File: src/rtl/gpioa_pkg.sv
// Shared definitions for the GPIO port A peripheral: register map, index type
// and the per-pin edge-select encoding.
package gpioa_pkg;

   typedef logic [2:0] reg_idx_t;

   typedef enum logic {
      EDGE_RISE = 1'b0,
      EDGE_FALL = 1'b1
   } edge_sel_e;

   localparam logic [4:0] DDR_OFS   = 5'h00;
   localparam logic [4:0] OUT_OFS   = 5'h04;
   localparam logic [4:0] IN_OFS    = 5'h08;
   localparam logic [4:0] MASK_OFS  = 5'h0C;
   localparam logic [4:0] CAUSE_OFS = 5'h10;
   localparam logic [4:0] EDGE_OFS  = 5'h14;
   localparam logic [4:0] SET_OFS   = 5'h18;
   localparam logic [4:0] CLR_OFS   = 5'h1C;

   // Registers are word-spaced, so the decode only looks at byte offset bits [4:2].
   localparam reg_idx_t DDR_IDX   = DDR_OFS[4:2];
   localparam reg_idx_t OUT_IDX   = OUT_OFS[4:2];
   localparam reg_idx_t IN_IDX    = IN_OFS[4:2];
   localparam reg_idx_t MASK_IDX  = MASK_OFS[4:2];
   localparam reg_idx_t CAUSE_IDX = CAUSE_OFS[4:2];
   localparam reg_idx_t EDGE_IDX  = EDGE_OFS[4:2];
   localparam reg_idx_t SET_IDX   = SET_OFS[4:2];
   localparam reg_idx_t CLR_IDX   = CLR_OFS[4:2];

endpackage

File: src/rtl/gpioa_sync_edge.sv
// Two-flop pin synchroniser plus a history flop, producing the settled pin value
// and per-pin rising/falling event strobes.
module gpioa_sync_edge #(
   parameter int WIDTH = 8
) (
   input  logic             clock,
   input  logic             reset,
   input  logic [WIDTH-1:0] pin_i,
   output logic [WIDTH-1:0] sync_o,
   output logic [WIDTH-1:0] rise_o,
   output logic [WIDTH-1:0] fall_o
);

   logic [WIDTH-1:0] s1_q;
   logic [WIDTH-1:0] s2_q;
   logic [WIDTH-1:0] s3_q;

   always_ff @(posedge clock) begin
      if (reset) begin
         s1_q <= '0;
         s2_q <= '0;
         s3_q <= '0;
      end else begin
         s1_q <= pin_i;
         s2_q <= s1_q;
         s3_q <= s2_q;
      end
   end

   assign sync_o = s2_q;
   assign rise_o = s2_q & ~s3_q;
   assign fall_o = ~s2_q & s3_q;

endmodule

File: src/rtl/gpioa_controller.sv
// GPIO port A bus slave: register file, address decode, sticky edge causes and
// a registered level interrupt towards the core.
module gpioa_controller
   import gpioa_pkg::*;
#(
   parameter int                          MEMORY_BUS_WIDTH = 32,
   parameter logic [MEMORY_BUS_WIDTH-1:0] BASE_ADDR        = 32'hE100_0000
) (
   input  logic                        clock,
   input  logic                        reset,
   input  logic [MEMORY_BUS_WIDTH-1:0] addr_in,
   input  logic [MEMORY_BUS_WIDTH-1:0] data_in,
   output logic [MEMORY_BUS_WIDTH-1:0] data_out,
   input  logic                        sel_in,
   input  logic                        wr_in,
   output logic                        irq,
   input  logic [7:0]                  gpioa_in,
   output logic [7:0]                  gpioa_out,
   output logic [7:0]                  gpioa_ddr
);

   localparam int W = MEMORY_BUS_WIDTH;

   logic [7:0]   ddr_q, ddr_d;
   logic [7:0]   out_q, out_d;
   logic [7:0]   mask_q, mask_d;
   logic [7:0]   cause_q, cause_d;
   logic [7:0]   edgeSel_q, edgeSel_d;
   logic [W-1:0] dataOut_q, dataOut_d;
   logic         irq_q, irq_d;

   logic [7:0]   pinSync, pinRise, pinFall, pinEvent;
   logic [7:0]   causeClr, readByte, wrByte;
   logic         busHit, wrHit, rdHit;
   reg_idx_t     regIdx;
   logic         unusedBusBits;

   gpioa_sync_edge #(.WIDTH(8)) uSyncEdge (
      .clock  (clock),
      .reset  (reset),
      .pin_i  (gpioa_in),
      .sync_o (pinSync),
      .rise_o (pinRise),
      .fall_o (pinFall)
   );

   assign busHit        = sel_in && (addr_in[W-1:5] == BASE_ADDR[W-1:5]);
   assign wrHit         = busHit && wr_in;
   assign rdHit         = busHit && !wr_in;
   assign regIdx        = addr_in[4:2];
   assign wrByte        = data_in[7:0];
   assign unusedBusBits = ^{addr_in[1:0], data_in};

   always_comb begin
      pinEvent = '0;
      for (int i = 0; i < 8; i++) begin
         pinEvent[i] = (edge_sel_e'(edgeSel_q[i]) == EDGE_FALL) ? pinFall[i] : pinRise[i];
      end
   end

   always_comb begin
      ddr_d     = ddr_q;
      out_d     = out_q;
      mask_d    = mask_q;
      edgeSel_d = edgeSel_q;
      causeClr  = '0;
      if (wrHit) begin
         case (regIdx)
            DDR_IDX:   ddr_d     = wrByte;
            OUT_IDX:   out_d     = wrByte;
            MASK_IDX:  mask_d    = wrByte;
            CAUSE_IDX: causeClr  = wrByte;
            EDGE_IDX:  edgeSel_d = wrByte;
            SET_IDX:   out_d     = out_q | wrByte;
            CLR_IDX:   out_d     = out_q & ~wrByte;
            default:   ;
         endcase
      end
      // A fresh event outranks a same-cycle clear so no edge is ever lost.
      cause_d = (cause_q & ~causeClr) | pinEvent;
   end

   always_comb begin
      readByte = '0;
      case (regIdx)
         DDR_IDX:   readByte = ddr_q;
         OUT_IDX:   readByte = out_q;
         IN_IDX:    readByte = pinSync;
         MASK_IDX:  readByte = mask_q;
         CAUSE_IDX: readByte = cause_q;
         EDGE_IDX:  readByte = edgeSel_q;
         default:   readByte = '0;
      endcase
      dataOut_d = rdHit ? W'(readByte) : '0;
      irq_d     = |(cause_q & mask_q);
   end

   always_ff @(posedge clock) begin
      if (reset) begin
         ddr_q     <= '0;
         out_q     <= '0;
         mask_q    <= '0;
         cause_q   <= '0;
         edgeSel_q <= '0;
         dataOut_q <= '0;
         irq_q     <= 1'b0;
      end else begin
         ddr_q     <= ddr_d;
         out_q     <= out_d;
         mask_q    <= mask_d;
         cause_q   <= cause_d;
         edgeSel_q <= edgeSel_d;
         dataOut_q <= dataOut_d;
         irq_q     <= irq_d;
      end
   end

   assign data_out  = dataOut_q;
   assign irq       = irq_q;
   assign gpioa_out = out_q;
   assign gpioa_ddr = ddr_q;

endmodule

File: config.mk
export PLATFORM = sky130hd
export DESIGN_NAME = gpioa_controller
export DESIGN_NICKNAME = d
export VERILOG_FILES = /design/src/rtl/gpioa_pkg.sv /design/src/rtl/gpioa_sync_edge.sv /design/src/rtl/gpioa_controller.sv
export SDC_FILE = /design/constraint.sdc
export NUM_CORES = 1
export LEC_CHECK = 0
export ABC_CLOCK_PERIOD_IN_PS = 2280
export CAP_MARGIN = 10
export CELL_PAD_IN_SITES_DETAIL_PLACEMENT = 2
export CELL_PAD_IN_SITES_GLOBAL_PLACEMENT = 2
export CORE_ASPECT_RATIO = 0.6
export CORE_MARGIN = 2
export CORE_UTILIZATION = 26
export CTS_CLUSTER_DIAMETER = 150
export CTS_CLUSTER_SIZE = 28
export DETAILED_ROUTE_END_ITERATION = 8
export PLACE_DENSITY = 0.8
export SYNTH_ARGS = -nofsm -noshare
export SYNTH_HDL_FRONTEND = slang
export SYNTH_SLANG_ARGS = --single-unit
export TNS_END_PERCENT = 20
File: constraint.sdc
create_clock -name clock -period 2.28 [get_ports clock]
set_input_delay 0.57 -clock clock [delete_from_list [all_inputs] [get_ports clock]]
set_output_delay 0.57 -clock clock [all_outputs]
set_load 0.05 [all_outputs]
# Word-level counts from Yosys, hierarchy flattened
# Cells that the tools add are included.
[classes]
add_sub_neg = 0
n_mul = 0
div_mod_pow = 0
n_lt_le_gt_ge = 0
eq_ne = 8
shifts = 0
muxes = 12
n_bitwise = 12
reduce_logical = 12
[op_table]
columns = ["cell", "count"]
rows = [
  ["case mux 8 bit (6 select lines)", 1],
  ["bitwise AND 8 bit", 5],
  ["inverter 8 bit", 4],
  ["equality test 27 bit, second input constant", 1],
  ["case mux 8 bit (3 select lines)", 1],
  ["2-to-1 mux 8 bit", 2],
  ["OR 8 bit", 2],
  ["equality test 3 bit, second input constant", 4],
  ["2-to-1 mux 1 bit", 8],
  ["AND reduction 2 bit", 4],
  ["OR reduction 8 bit", 1],
  ["equality test 3 x 2 -> 1 bit, second input constant", 2],
  ["equality test 3 x 1 -> 1 bit, second input constant", 1],
  ["logical AND 1 bit", 3],
  ["zero test 3 bit", 1],
  ["nonzero test 3 bit", 1],
  ["OR reduction 2 bit", 1],
  ["zero test 1 bit", 1],
  ["inverter 1 bit", 1],
]
[totals]
ff_bits = 97
latchBits = 0
ramBits = 0
romBits = 0
in_bits = 76
out_inout_bits = 49
elab_cells = 55
n_memories = 0

# Logic depth before layout (Yosys ltp)
[depth]
word_depth = 7
mapped_depth = 6
ltp_nobuf = 4

# Hierarchy
# From an unflattened synthesis, not the netlist that was laid out.
[hier_totals]
hier_cells = 350
hier_area_um2 = 3512.1
[by_module_without_submodules]
columns = ["mod", "instances", "cells_per_inst", "area_each_um2", "seq_area_each_um2"]
rows = [
  ["gpioa_controller", 1, 284, 2718.9, 980.9],
  ["gpioa_sync_edge", 1, 66, 793.3, 480.5],
]

# Worst setup path before layout
# OpenSTA, ideal clock, no wires.
[synth_timing]
kind = "input to register"
from = "input port addr_in[20]"
to = "register cause_q[7]"
setup_time_ps = 133
arrival_time_ps = 1688
t_required_ps = 2147
slack_ps = 459
cell_stages = 6
path_cell_list = "nor4b_4 and4_1 buf_4 and4_1 buf_4 a311oi_1"
[synth_between]
elab_chain_cells = 7
[synth_rtl]
columns = ["item", "line_no", "source"]
rows = [
  ["start, declared", "gpioa_controller.sv:11", "input logic [MEMORY_BUS_WIDTH-1:0] addr_in,"],
  ["equality test 27 bit", "gpioa_controller.sv:47", "assign busHit = sel_in && (addr_in[W-1:5] == BASE_ADDR[W-1:5]);"],
  ["logical AND 1 bit", "gpioa_controller.sv:47", ""],
  ["logical AND 1 bit", "gpioa_controller.sv:48", "assign wrHit = busHit && wr_in;"],
  ["2-to-1 mux 8 bit", "gpioa_controller.sv:67", "if (wrHit) begin"],
  ["inverter 8 bit", "gpioa_controller.sv:80", "cause_d = (cause_q & ~causeClr) | pinEvent;"],
  ["bitwise AND 8 bit", "gpioa_controller.sv:80", ""],
  ["OR 8 bit", "gpioa_controller.sv:80", ""],
  ["end signal, assigned", "gpioa_controller.sv:111", "cause_q <= cause_d;"],
  ["end, declared", "gpioa_controller.sv:27", "logic [7:0] cause_q, cause_d;"],
]
# No other way between the ends.
# A chain may end at the register's enable or synchronous reset.

# Worst setup path in the final report
[layout_timing]
from = "register out_q[4] (netlist: gpioa_out[4])"
to = "output port gpioa_out[4]"
[layout_rtl]
columns = ["item", "line_no", "source"]
rows = [
  ["start, declared", "gpioa_controller.sv:25", "logic [7:0] out_q, out_d;"],
  ["start signal, assigned", "gpioa_controller.sv:109", "out_q <= out_d;"],
  ["end, declared", "gpioa_controller.sv:18", "output logic [7:0] gpioa_out,"],
]
# No word-level cell between the ends.

==> impl_metrics.yaml <==
run_status:
  status: "finished, final reports clean"
route:
  drtPass1Iterations: 4
  ant_nets: 0
  dr.first_iter.drc_count: 220
  finalWirelength_um: 13000
  drc: 0
  viasPerCell: 5.15
  wire_per_inst_um: 20.2
  vias: 3318
cts:
  cts_root_buf: "clkbuf_16"
  cts_sinks: 73
  numCtsBuffers: 9
  hold_buffers: 0
  clk_pin_slew_ps: 60
  htreeDepth: 3
  clk_latency_ps: 340
  cts_tree: "yes"
  clockBufferDepth: 2
final_layout:
  nNetsFinal: 545
  multi_input_area_um2: 1760
  nFillCells: 1396
  final_util_pct: 37.5
  drive_gt1_share_pct: 16.0
  area_growth_pct: 40.2
  antenna_cells: 0
  seq_area_um2: 1460
global_routing:
  grt_util_all_layers_pct: 18.8
  grt_pass1_wl_um: 20800
  grt_overflow_total: 0
  antenna_found_initial: 0
  grt_max_degree: 66
  grt_pass1_vias: 3657
critical_path:
  worst-path-buf-inv: 1
  crit_path_end_kind: "primary output"
  path_max_fanout: 3
  critical_path_class: "flip-flop to primary output"
  cp.arrival_ps: 1590
  crit_path_start_kind: "flip-flop"
  cpMaxStageDelayCell: "clkdlybuf4s50_1"
  slowest_delay_ps: 840
  crit_chain: "clkdlybuf4s50_1"
  worstPathRequired_ps: 1710
  path_delay_family: "buffers and inverters"
synthesis:
  yosysMostFrequentCell: "dfxtp_1"
  synthTopCellsByCount: "dfxtp_1 (73), a21oi_1 (41), buf_4 (27), nor2b_1 (26), nand4_1 (20)"
  synth_top_cell_by_area: "dfxtp_1"
  synth.area.mux_share_pct: 5.12
  yosys.area_share.xor_xnor_pct: 0
  synth-seq-cells: 73
  yosys_warnings: 0
  synth_compound_area_share_pct: 19.0
  synth_area_leaders: "dfxtp_1 (42%), a21oi_1 (6.0%), buf_4 (5.9%)"
  yosysTopAreaCellShare_pct: 42.4
  synth_top_family_by_area: "simple AND/OR/NAND/NOR gates"
  ys_types: 43
  synthAdderAreaFrac_pct: 0
  synth-seq-area-share_pct: 42.4
  synth_edf_count: 0
  synth_cells: 373
  syn_area_per_cell_um2: 9.23
  ys.flop_type: "dfxtp_1"
  synthArstFlopShare_pct: 0
  synth_area_um2: 3440
  synthSimpleGateAreaFrac_pct: 24.3
sta:
  clock_skew_ps: 7.22
  max_clock_freq_mhz: 463
  post-route-min-period_ps: 2160
  whs_ps: 440
  final.setup.tns_ps: 0
  worst_pin_slew_ps: 714
  final-setup-viol-count: 0
  final_hold_viol_count: 0
  rsz0062_at_grt: "no"
  fin_crit_sh_pct: 94.8
  maxSlewHeadroom_pct: 52.4
  maxSlewViolCount: 0
die:
  std_cell_rows: 32
  die-area_um2: 14200
  ios: 125
  initial_core_util_pct: 26.7
  core_area_um2: 12900
  die_y_um: 93.2
  die_w_um: 153
power_and_ir_drop:
  leakage_nw: 1.73
  irDropWorstVdd_mv: 0.318
  power_density_nw_per_um2: 643
placement:
  dp_hpwl_um: 9700
  gp_congestion: 0.785
  io_buffers: 74
min_path:
  hold_class: "flip-flop to flip-flop"
job:
  maxCapViolCount: 0
placed cells by master (no fill, tap or decap), types with 2 or more instances in the layout:
cell type and count:
dfxtp_1 73, clkbuf_16 9, o21ai_0 16, nor3_1 11
nand3_1 16, and4_1 5, a221oi_1 7, buf_12 4
nor2_1 13, mux2i_1 3, clkbuf_1 2, clkdlybuf4s50_1 73
a21oi_1 41, nor3b_1 8, nor2b_1 25, o2bb2ai_1 2
buf_4 36, nor4b_4 2, nand2_1 7, a22o_1 2
nand4_1 20, o31ai_1 16, mux4_2 2, nor4_1 2
a22oi_1 6, conb_1 24, a311oi_1 8, mux2_2 9
a31oi_1 2, and3b_1 8
per-stage QoR:
stage	setup slack (ps)	instances	area (µm²)	power [mW]
2_1_floorplan	459	396	3530	1.56
3_3_place_gp	-78.4	628	4520	1.69
3_5_place_dp	-251	628	4520	1.71
4_1_cts	94.3	644	4820	3.14
5_1_grt	59.0	644	4830	3.23
6_report	118	644	4830	3.10
power breakdown:
group / switching (mW) / internal [mW] / total [mW]
clock network: 0.541 / 0.880 / 1.42
registers: 0.0177 / 1.30 / 1.32
logic: 0.215 / 0.151 / 0.366
total: 0.773 / 2.33 / 3.10
path summary, 6_finish.rpt:
kind,endpoint,depth (start not counted),start,slack (ps)
setup / recovery,gpioa_out[4],1,gpioa_out[4],120
hold / removal,uSyncEdge.sync_o[4],1,uSyncEdge.s1_q[4],440
setup reg to reg,data_out[4],3,gpioa_out[4],1050
hold reg to reg,uSyncEdge.sync_o[4],1,uSyncEdge.s1_q[4],440
sequential cells by signal, summed over array words and instances, names as in the netlist:
register / cells
uSyncEdge.sync_o: 8
gpioa_ddr: 8
uSyncEdge.s3_q: 8
gpioa_out: 8
cause_q: 8
uSyncEdge.s1_q: 8
irq: 1
data_out: 8
mask_q: 8
edgeSel_q: 8
cells by family (layout without fill, tap and decap cells):
kind of cell / Yosys count / count (layout)
and+or+nand+nor: 128 / 128
AOI/OAI and AO/OA: 103 / 103
DFF: 73 / 73
buffers and inverters: 54 / 132
muxes: 14 / 14
other: 1 / 24
final cells by class:
type                       instances  share of cell area (%)
clock buffer                      12                    5.10
clock inverter                     4                    1.06
inverter                           2                   0.155
multi-input combinational        269                    36.5
sequential                        73                    30.3
tap                              170                    4.40
timing repair buffer             114                    22.5
layer usage:
| metal | GRT usage, % | wire length, µm | vias up |
|---|---|---|---|
| met5 | 0 | 0 | - |
| met4 | 4.24 | 68 | 0 |
| met3 | 3.75 | 633 | 6 |
| met2 | 32.3 | 6440 | 73 |
| met1 | 24.6 | 5890 | 1691 |
| li1 | - | - | 1548 |
repair_timing:
item	4_1_cts	5_1_grt
setup buffers	0	0
gates resized for setup	0	2
endpoints found under the setup margin	0	3
(Power assumes the default switching activity.)
